`src/rtl/cv32e40p_retire_trace_buffer_if.sv`:
```
// Retirement-stream input and trace-sink output bundle for the retire trace buffer.
// The buffer uses the slave view; the environment (core side plus sink) uses master.
interface cv32e40p_retire_trace_buffer_if #(
   parameter int ORDER_W = 32
);
   logic               ret_valid_i;
   logic [31:0]        ret_pc_i;
   logic [31:0]        ret_insn_i;
   logic               ret_rd_we_i;
   logic [4:0]         ret_rd_addr_i;
   logic [31:0]        ret_rd_wdata_i;
   logic               ret_trap_i;

   logic               trace_valid_o;
   logic               trace_ready_i;
   logic [31:0]        trace_pc_o;
   logic [31:0]        trace_insn_o;
   logic               trace_rd_we_o;
   logic [4:0]         trace_rd_addr_o;
   logic [31:0]        trace_rd_wdata_o;
   logic               trace_trap_o;
   logic [ORDER_W-1:0] trace_order_o;
   logic               trace_gap_o;

   modport master (
      output ret_valid_i, ret_pc_i, ret_insn_i, ret_rd_we_i, ret_rd_addr_i,
             ret_rd_wdata_i, ret_trap_i, trace_ready_i,
      input  trace_valid_o, trace_pc_o, trace_insn_o, trace_rd_we_o, trace_rd_addr_o,
             trace_rd_wdata_o, trace_trap_o, trace_order_o, trace_gap_o
   );

   modport slave (
      input  ret_valid_i, ret_pc_i, ret_insn_i, ret_rd_we_i, ret_rd_addr_i,
             ret_rd_wdata_i, ret_trap_i, trace_ready_i,
      output trace_valid_o, trace_pc_o, trace_insn_o, trace_rd_we_o, trace_rd_addr_o,
             trace_rd_wdata_o, trace_trap_o, trace_order_o, trace_gap_o
   );
endinterface

```
`src/rtl/cv32e40p_retire_trace_buffer.sv`:
```
// Retirement trace buffer: tags each captured retirement with an order number, queues it
// in a small FIFO for a valid/ready sink, and counts/flags records lost to overflow.
module cv32e40p_retire_trace_buffer #(
   parameter int DEPTH   = 4,
   parameter int ORDER_W = 32,
   parameter int DROP_W  = 16
) (
   input  logic                        clk_i,
   input  logic                        rst_i,
   input  logic                        en_i,
   input  logic                        flush_i,
   cv32e40p_retire_trace_buffer_if.slave trc,
   output logic [$clog2(DEPTH):0]      level_o,
   output logic [DROP_W-1:0]           drop_cnt_o,
   output logic                        overflow_o
);
   localparam int PTR_W = $clog2(DEPTH);
   localparam int LVL_W = PTR_W + 1;

   typedef struct packed {
      logic [31:0]        pc;
      logic [31:0]        insn;
      logic               rd_we;
      logic [4:0]         rd_addr;
      logic [31:0]        rd_wdata;
      logic               trap;
      logic [ORDER_W-1:0] order;
      logic               gap;
   } rec_t;

   rec_t               mem_q [DEPTH];
   logic [PTR_W-1:0]   rd_ptr_q, rd_ptr_d, wr_ptr_q, wr_ptr_d;
   logic [LVL_W-1:0]   level_q, level_d;
   logic [ORDER_W-1:0] order_q, order_d;
   logic [DROP_W-1:0]  drop_cnt_q, drop_cnt_d;
   logic               overflow_q, overflow_d;
   logic               gap_pending_q, gap_pending_d;

   logic cap, pop, full, push, drop, valid;
   rec_t wr_rec, head;

   assign cap   = trc.ret_valid_i & en_i;
   assign valid = (level_q != '0);
   assign pop   = valid & trc.trace_ready_i;
   assign full  = (level_q == LVL_W'(DEPTH));
   assign push  = cap & (~full | pop);
   assign drop  = cap & full & ~pop;

   assign wr_rec = '{pc:       trc.ret_pc_i,
                     insn:     trc.ret_insn_i,
                     rd_we:    trc.ret_rd_we_i,
                     rd_addr:  trc.ret_rd_addr_i,
                     rd_wdata: trc.ret_rd_wdata_i,
                     trap:     trc.ret_trap_i,
                     order:    order_q,
                     gap:      gap_pending_q};

   always_comb begin
      rd_ptr_d      = rd_ptr_q;
      wr_ptr_d      = wr_ptr_q;
      level_d       = level_q;
      order_d       = order_q;
      drop_cnt_d    = drop_cnt_q;
      overflow_d    = overflow_q;
      gap_pending_d = gap_pending_q;
      // An order number is burned on every capture, even if the record never gets stored.
      if (cap) order_d = order_q + ORDER_W'(1);
      if (flush_i) begin
         rd_ptr_d      = '0;
         wr_ptr_d      = '0;
         level_d       = '0;
         gap_pending_d = gap_pending_q | cap;
      end else begin
         if (pop)  rd_ptr_d = rd_ptr_q + PTR_W'(1);
         if (push) begin
            wr_ptr_d      = wr_ptr_q + PTR_W'(1);
            gap_pending_d = 1'b0;
         end
         if (drop) begin
            if (drop_cnt_q != '1) drop_cnt_d = drop_cnt_q + DROP_W'(1);
            overflow_d    = 1'b1;
            gap_pending_d = 1'b1;
         end
         level_d = level_q + LVL_W'(push) - LVL_W'(pop);
      end
   end

   always_ff @(posedge clk_i) begin
      if (rst_i) begin
         rd_ptr_q      <= '0;
         wr_ptr_q      <= '0;
         level_q       <= '0;
         order_q       <= '0;
         drop_cnt_q    <= '0;
         overflow_q    <= 1'b0;
         gap_pending_q <= 1'b0;
      end else begin
         rd_ptr_q      <= rd_ptr_d;
         wr_ptr_q      <= wr_ptr_d;
         level_q       <= level_d;
         order_q       <= order_d;
         drop_cnt_q    <= drop_cnt_d;
         overflow_q    <= overflow_d;
         gap_pending_q <= gap_pending_d;
      end
   end

   // Storage needs no reset: level_q gates every read of it.
   always_ff @(posedge clk_i) begin
      if (!rst_i && !flush_i && push) mem_q[wr_ptr_q] <= wr_rec;
   end

   assign head = valid ? mem_q[rd_ptr_q] : '0;

   assign trc.trace_valid_o    = valid;
   assign trc.trace_pc_o       = head.pc;
   assign trc.trace_insn_o     = head.insn;
   assign trc.trace_rd_we_o    = head.rd_we;
   assign trc.trace_rd_addr_o  = head.rd_addr;
   assign trc.trace_rd_wdata_o = head.rd_wdata;
   assign trc.trace_trap_o     = head.trap;
   assign trc.trace_order_o    = head.order;
   assign trc.trace_gap_o      = head.gap;

   assign level_o    = level_q;
   assign drop_cnt_o = drop_cnt_q;
   assign overflow_o = overflow_q;
endmodule

```
`src/flat_wrapper.sv`:
```
// flat-port wrapper written by rule: the top's interface ports become plain ports
module cv32e40p_retire_trace_buffer_flat 
#(
   parameter int DEPTH   = 4,
   parameter int ORDER_W = 32,
   parameter int DROP_W  = 16
)
  (clk_i, rst_i, en_i, flush_i, level_o, drop_cnt_o, overflow_o, trc_ret_valid_i, trc_ret_pc_i, trc_ret_insn_i, trc_ret_rd_we_i, trc_ret_rd_addr_i, trc_ret_rd_wdata_i, trc_ret_trap_i, trc_trace_ready_i, trc_trace_valid_o, trc_trace_pc_o, trc_trace_insn_o, trc_trace_rd_we_o, trc_trace_rd_addr_o, trc_trace_rd_wdata_o, trc_trace_trap_o, trc_trace_order_o, trc_trace_gap_o);
  cv32e40p_retire_trace_buffer_if #(.ORDER_W(ORDER_W)) trc_i ();
  input  logic clk_i;
  input  logic rst_i;
  input  logic en_i;
  input  logic flush_i;
  output logic [$clog2(DEPTH):0] level_o;
  output logic [DROP_W-1:0] drop_cnt_o;
  output logic overflow_o;
  input wire logic [$bits(trc_i.ret_valid_i)-1:0] trc_ret_valid_i;
  input wire logic [$bits(trc_i.ret_pc_i)-1:0] trc_ret_pc_i;
  input wire logic [$bits(trc_i.ret_insn_i)-1:0] trc_ret_insn_i;
  input wire logic [$bits(trc_i.ret_rd_we_i)-1:0] trc_ret_rd_we_i;
  input wire logic [$bits(trc_i.ret_rd_addr_i)-1:0] trc_ret_rd_addr_i;
  input wire logic [$bits(trc_i.ret_rd_wdata_i)-1:0] trc_ret_rd_wdata_i;
  input wire logic [$bits(trc_i.ret_trap_i)-1:0] trc_ret_trap_i;
  input wire logic [$bits(trc_i.trace_ready_i)-1:0] trc_trace_ready_i;
  output wire logic [$bits(trc_i.trace_valid_o)-1:0] trc_trace_valid_o;
  output wire logic [$bits(trc_i.trace_pc_o)-1:0] trc_trace_pc_o;
  output wire logic [$bits(trc_i.trace_insn_o)-1:0] trc_trace_insn_o;
  output wire logic [$bits(trc_i.trace_rd_we_o)-1:0] trc_trace_rd_we_o;
  output wire logic [$bits(trc_i.trace_rd_addr_o)-1:0] trc_trace_rd_addr_o;
  output wire logic [$bits(trc_i.trace_rd_wdata_o)-1:0] trc_trace_rd_wdata_o;
  output wire logic [$bits(trc_i.trace_trap_o)-1:0] trc_trace_trap_o;
  output wire logic [$bits(trc_i.trace_order_o)-1:0] trc_trace_order_o;
  output wire logic [$bits(trc_i.trace_gap_o)-1:0] trc_trace_gap_o;
  assign trc_i.ret_valid_i = trc_ret_valid_i;
  assign trc_i.ret_pc_i = trc_ret_pc_i;
  assign trc_i.ret_insn_i = trc_ret_insn_i;
  assign trc_i.ret_rd_we_i = trc_ret_rd_we_i;
  assign trc_i.ret_rd_addr_i = trc_ret_rd_addr_i;
  assign trc_i.ret_rd_wdata_i = trc_ret_rd_wdata_i;
  assign trc_i.ret_trap_i = trc_ret_trap_i;
  assign trc_i.trace_ready_i = trc_trace_ready_i;
  assign trc_trace_valid_o = trc_i.trace_valid_o;
  assign trc_trace_pc_o = trc_i.trace_pc_o;
  assign trc_trace_insn_o = trc_i.trace_insn_o;
  assign trc_trace_rd_we_o = trc_i.trace_rd_we_o;
  assign trc_trace_rd_addr_o = trc_i.trace_rd_addr_o;
  assign trc_trace_rd_wdata_o = trc_i.trace_rd_wdata_o;
  assign trc_trace_trap_o = trc_i.trace_trap_o;
  assign trc_trace_order_o = trc_i.trace_order_o;
  assign trc_trace_gap_o = trc_i.trace_gap_o;
  cv32e40p_retire_trace_buffer #(.DEPTH(DEPTH), .ORDER_W(ORDER_W), .DROP_W(DROP_W)) u_core (.clk_i(clk_i), .rst_i(rst_i), .en_i(en_i), .flush_i(flush_i), .trc(trc_i), .level_o(level_o), .drop_cnt_o(drop_cnt_o), .overflow_o(overflow_o));
endmodule
```
`config.mk`:
```
export PLATFORM = sky130hd
export DESIGN_NAME = cv32e40p_retire_trace_buffer_flat
export DESIGN_NICKNAME = d
export VERILOG_FILES = /design/src/rtl/cv32e40p_retire_trace_buffer_if.sv /design/src/rtl/cv32e40p_retire_trace_buffer.sv /design/src/flat_wrapper.sv
export SDC_FILE = /design/constraint.sdc
export NUM_CORES = 1
export LEC_CHECK = 0
export ABC_AREA = 1
export BUFFER_PORTS_ARGS = -buffer_cell sky130_fd_sc_hd__buf_2
export CAP_MARGIN = 20
export CORE_ASPECT_RATIO = 1.75
export CORE_UTILIZATION = 50
export DETAILED_ROUTE_END_ITERATION = 8
export GPL_ROUTABILITY_DRIVEN = 0
export PLACE_DENSITY = 0.69
export REMOVE_ABC_BUFFERS = 1
export SLEW_MARGIN = 20
export SYNTH_ARGS = -nofsm -noshare
export SYNTH_HDL_FRONTEND = slang
export SYNTH_SLANG_ARGS = --single-unit
```
`constraint.sdc`:
```
create_clock -name clk_i -period 23.4 [get_ports clk_i]
set_input_delay 2.34 -clock clk_i [delete_from_list [all_inputs] [get_ports clk_i]]
set_output_delay 2.34 -clock clk_i [all_outputs]
set_load 0.01 [all_outputs]
```
==> results.md <==
* Status: complete, no violations
* HP Class: reg -> reg
* GRT overflow at 0
* Die Area at 0.0493 mm2
* Final Hold Viols at 0
* Routing usage on met3 at 3.76%
* Post-route cell area at 0.0276 mm2
* Seq cells post-synth at 603
* Horiz. Die Dim at 168 um
* Tcrit/Tclk final at 26.2%
* Clock-pin transition on the worst setup and hold timing paths at 70 ps
* Seq pwr share at 54.2%
* Crit path kind: reg -> out
* Slew @ Worst Pin at 1140 ps
* Register area share after synthesis at 72.5%
* Vias in the first global route at 16300
* Worst Hold Launch: u_core.rd_ptr_q[1]
* Commonest non-fill, non-tap cells in the layout: nor2_1, edfxtp_1, buf_2
* Largest net degree at the start of global routing at 166
* Sw Ratio at 21.6%
* Die Span Y at 293 um
* Synth area leader: edfxtp_1
* Worst path slowest cell: buf_4
* Net Switching at 471 uW
* Via density at 5.52
* Share of layout cells above drive strength 1 at 17.3%
* Pins Over Slew Limit at 0
* Commonest non-fill, non-tap cell in the layout: nor2_1
* R2r setup slk at 19610 ps
* Fmax at 163 MHz
* Syn-to-layout area delta at 14.2%
* DR pass1 iterations at 5
* Met1 usage at 27.4%
* Syn avg cell area at 11.6 um2
* CTS Hold Buffers Added at 0
* Max-Cap Viols at 0
* Placed cell areas at 0.0259 mm2
* Critical Path RT at 21060 ps
* Fill cell total of the finished layout at 3866
* CORE AREA at 0.0477 mm2
* Final setup viols at 0
* Final Skew at 12.3 ps
* Iter 0 DRT Violations at 1477
* Worst Setup Start Kind: register
* CTS tree: built
* Crit-path max cell delay at 880 ps
* I/O pins at 266
* Worst skew pair latency at 570 ps
* Yosys warns at 0
* Power Total at 2180 uW
* Cell internal pwr at 1710 uW
* Hold path cells at 2
* Capturing point of the worst reg2reg path: u_core.mem_q[3][38]
* Met2 Usage GRT at 42.4%
* Combinational Power Share at 5.8%
* Num CTS Buffers at 52
* Dpl hpwl at 34300 um
* FF-to-FF Start: u_core.level_o[1]
* # port buffers at 265
* Resized Gates After CTS at 0
* Dominant cells by area after synthesis: edfxtp_1, nor2_1, dfxtp_1
* Slew headroom at 24.3%
* Yosys top cell area share at 67.6%
* Clk network pwr share at 39.9%
* Clk sinks at 603
* Worst vdd ir at 0.0000526 V
* Row count at 106
* R2r worst-path depth at 8
* Setup_tns at 0 ps
* Routed via count at 16300
* Crit-path most repeated cell: buf_4
* Initial antenna violation count at 10
* WP data arrival at 3780 ps
* Synth unique cells at 33
* P_leak at 0.0100 uW
* Mapped Area at 0.0242 mm2
* Tot GR Track Use at 23.5%
* Setup Fix Bufs, Post-CTS at 0
* Min Tclk post-route at 6120 ps
* Fin nets at 2432
* Critical path endpoint category: output port
* Critical path cell sequence: inv_2 > nand2_1 > nor2_4 > buf_4 > buf_4 > a21oi_1 > buf_2
* DRC Markers at 0
* Starting density of the core at 50.6%
* Worst Slack Setup Final at 17280 ps
* Final ANT Viol Nets at 0
* Crit-path max FO at 75
* Root buf cell: clkbuf_16
* Cell area power density at 78.8 mW/mm2
* Per-cell routed wire length at 19.7 um
* Grt peak-use layer: met2
* CTS H-tree depth at 2
* RSZ-0062 raised after global routing: no
* First-pass GRT wire length at 89000 um
* WL final at 58200 um
* Cell count after synthesis at 2089
* Place WS at 17380 ps
* Clock Path Buffers at 3
## metrics by stage
| step | std cells | hold slack, ps | util, % |
|---|---|---|---|
| 4_1_cts | 2948 | 467 | 57.8 |
| 3_3_place_gp | 2854 | 436 | 54.2 |
| 3_5_place_dp | 2854 | 455 | 54.2 |
| 5_1_grt | 2952 | 484 | 57.8 |
| 2_1_floorplan | 1977 | 436 | - |
| 6_report | 2953 | 463 | 57.8 |
## worst max-delay path: cells and delay by family, from the launching register on
kind	cells	cell delay [ps]
AOI/OAI and AO/OA	1	250
and+or+nand+nor	2	730
DFF	1	350
buffers and inverters	4	1780
## per-layer routing
| metal | share of wire (%) | vias to the layer above |
|---|---|---|
| met3 | 6.2 | 118 |
| met2 | 52 | 543 |
| met4 | 3.8 | 8 |
| li1 | - | 7707 |
| met5 | 0.091 | - |
| met1 | 38 | 7932 |
## power groups by stage
stage	combinational, uW	sequential (uW)	clock (uW)
2_1_floorplan	62.9	1210	0
6_report	127	1180	869
4_1_cts	129	1180	884
5_1_grt	139	1180	920
3_5_place_dp	128	1200	0
3_3_place_gp	126	1200	0
## how the worst max path moves through the flow
stage                      startpoint              endpoint  slack [ps]  cells past startpoint
global placement      trc_ret_valid_i   u_core.mem_q[3][38]       17360                      9
finish              u_core.level_o[1]  trc_trace_insn_o[14]       17280                      7
global route                 register  trc_trace_insn_o[24]       17010                      5
detailed placement    trc_ret_valid_i  u_core.mem_q[3][129]       17380                      9
CTS                          register  trc_trace_insn_o[24]       17010                      5
floorplan                    register    trc_trace_pc_o[30]       11810                      3
## cells in the mapped netlist, drive strengths merged
cell type	n
nand3	35
nor3b	1
buf	73
xor2	3
nand4	15
clkbuf	39
edfxtp	544
nor3	8
a21oi	164
nand2	113
dfxtp	59
fa	1
nor2	655
xnor2	1
inv	72
a31oi	3
o21ai	294
nand3b	1
ha	8
## registers in the layout (all words and copies together), names as in the netlist, named ones only
register	count
u_core.mem_q	544
u_core.order_q	32
u_core.drop_cnt_o	16
u_core.level_o	3
u_core.rd_ptr_q	2
u_core.wr_ptr_q	2
u_core.gap_pending_q	1
u_core.overflow_o	1
## final cells by class
class / count / area (um2) / share of cell area [%]
clock buffer: 59 / 1350 / 4.88
multi-input combinational: 1302 / 5880 / 21.3
clock inverter: 35 / 365 / 1.32
timing repair buffer: 283 / 1460 / 5.29
tap: 594 / 743 / 2.69
sequential: 603 / 17500 / 63.5
antenna: 5 / 12.5 / 0.0453
inverter: 72 / 280 / 1.01
## cells by family (layout without fill, tap and decap cells)
logic type / count (synthesis) / in the layout / synth area share [%]
other: 0 / 5 / 0
and+or+nand+nor: 828 / 828 / 14.0
DFF: 603 / 603 / 72.5
adders and majority gates: 9 / 9 / 0.497
xor gates and xnor gates: 4 / 4 / 0.145
AOI/OAI and AO/OA: 461 / 461 / 9.56
buffers and inverters: 184 / 449 / 3.37
No activity file was read; power rests on OpenSTA's default activity.
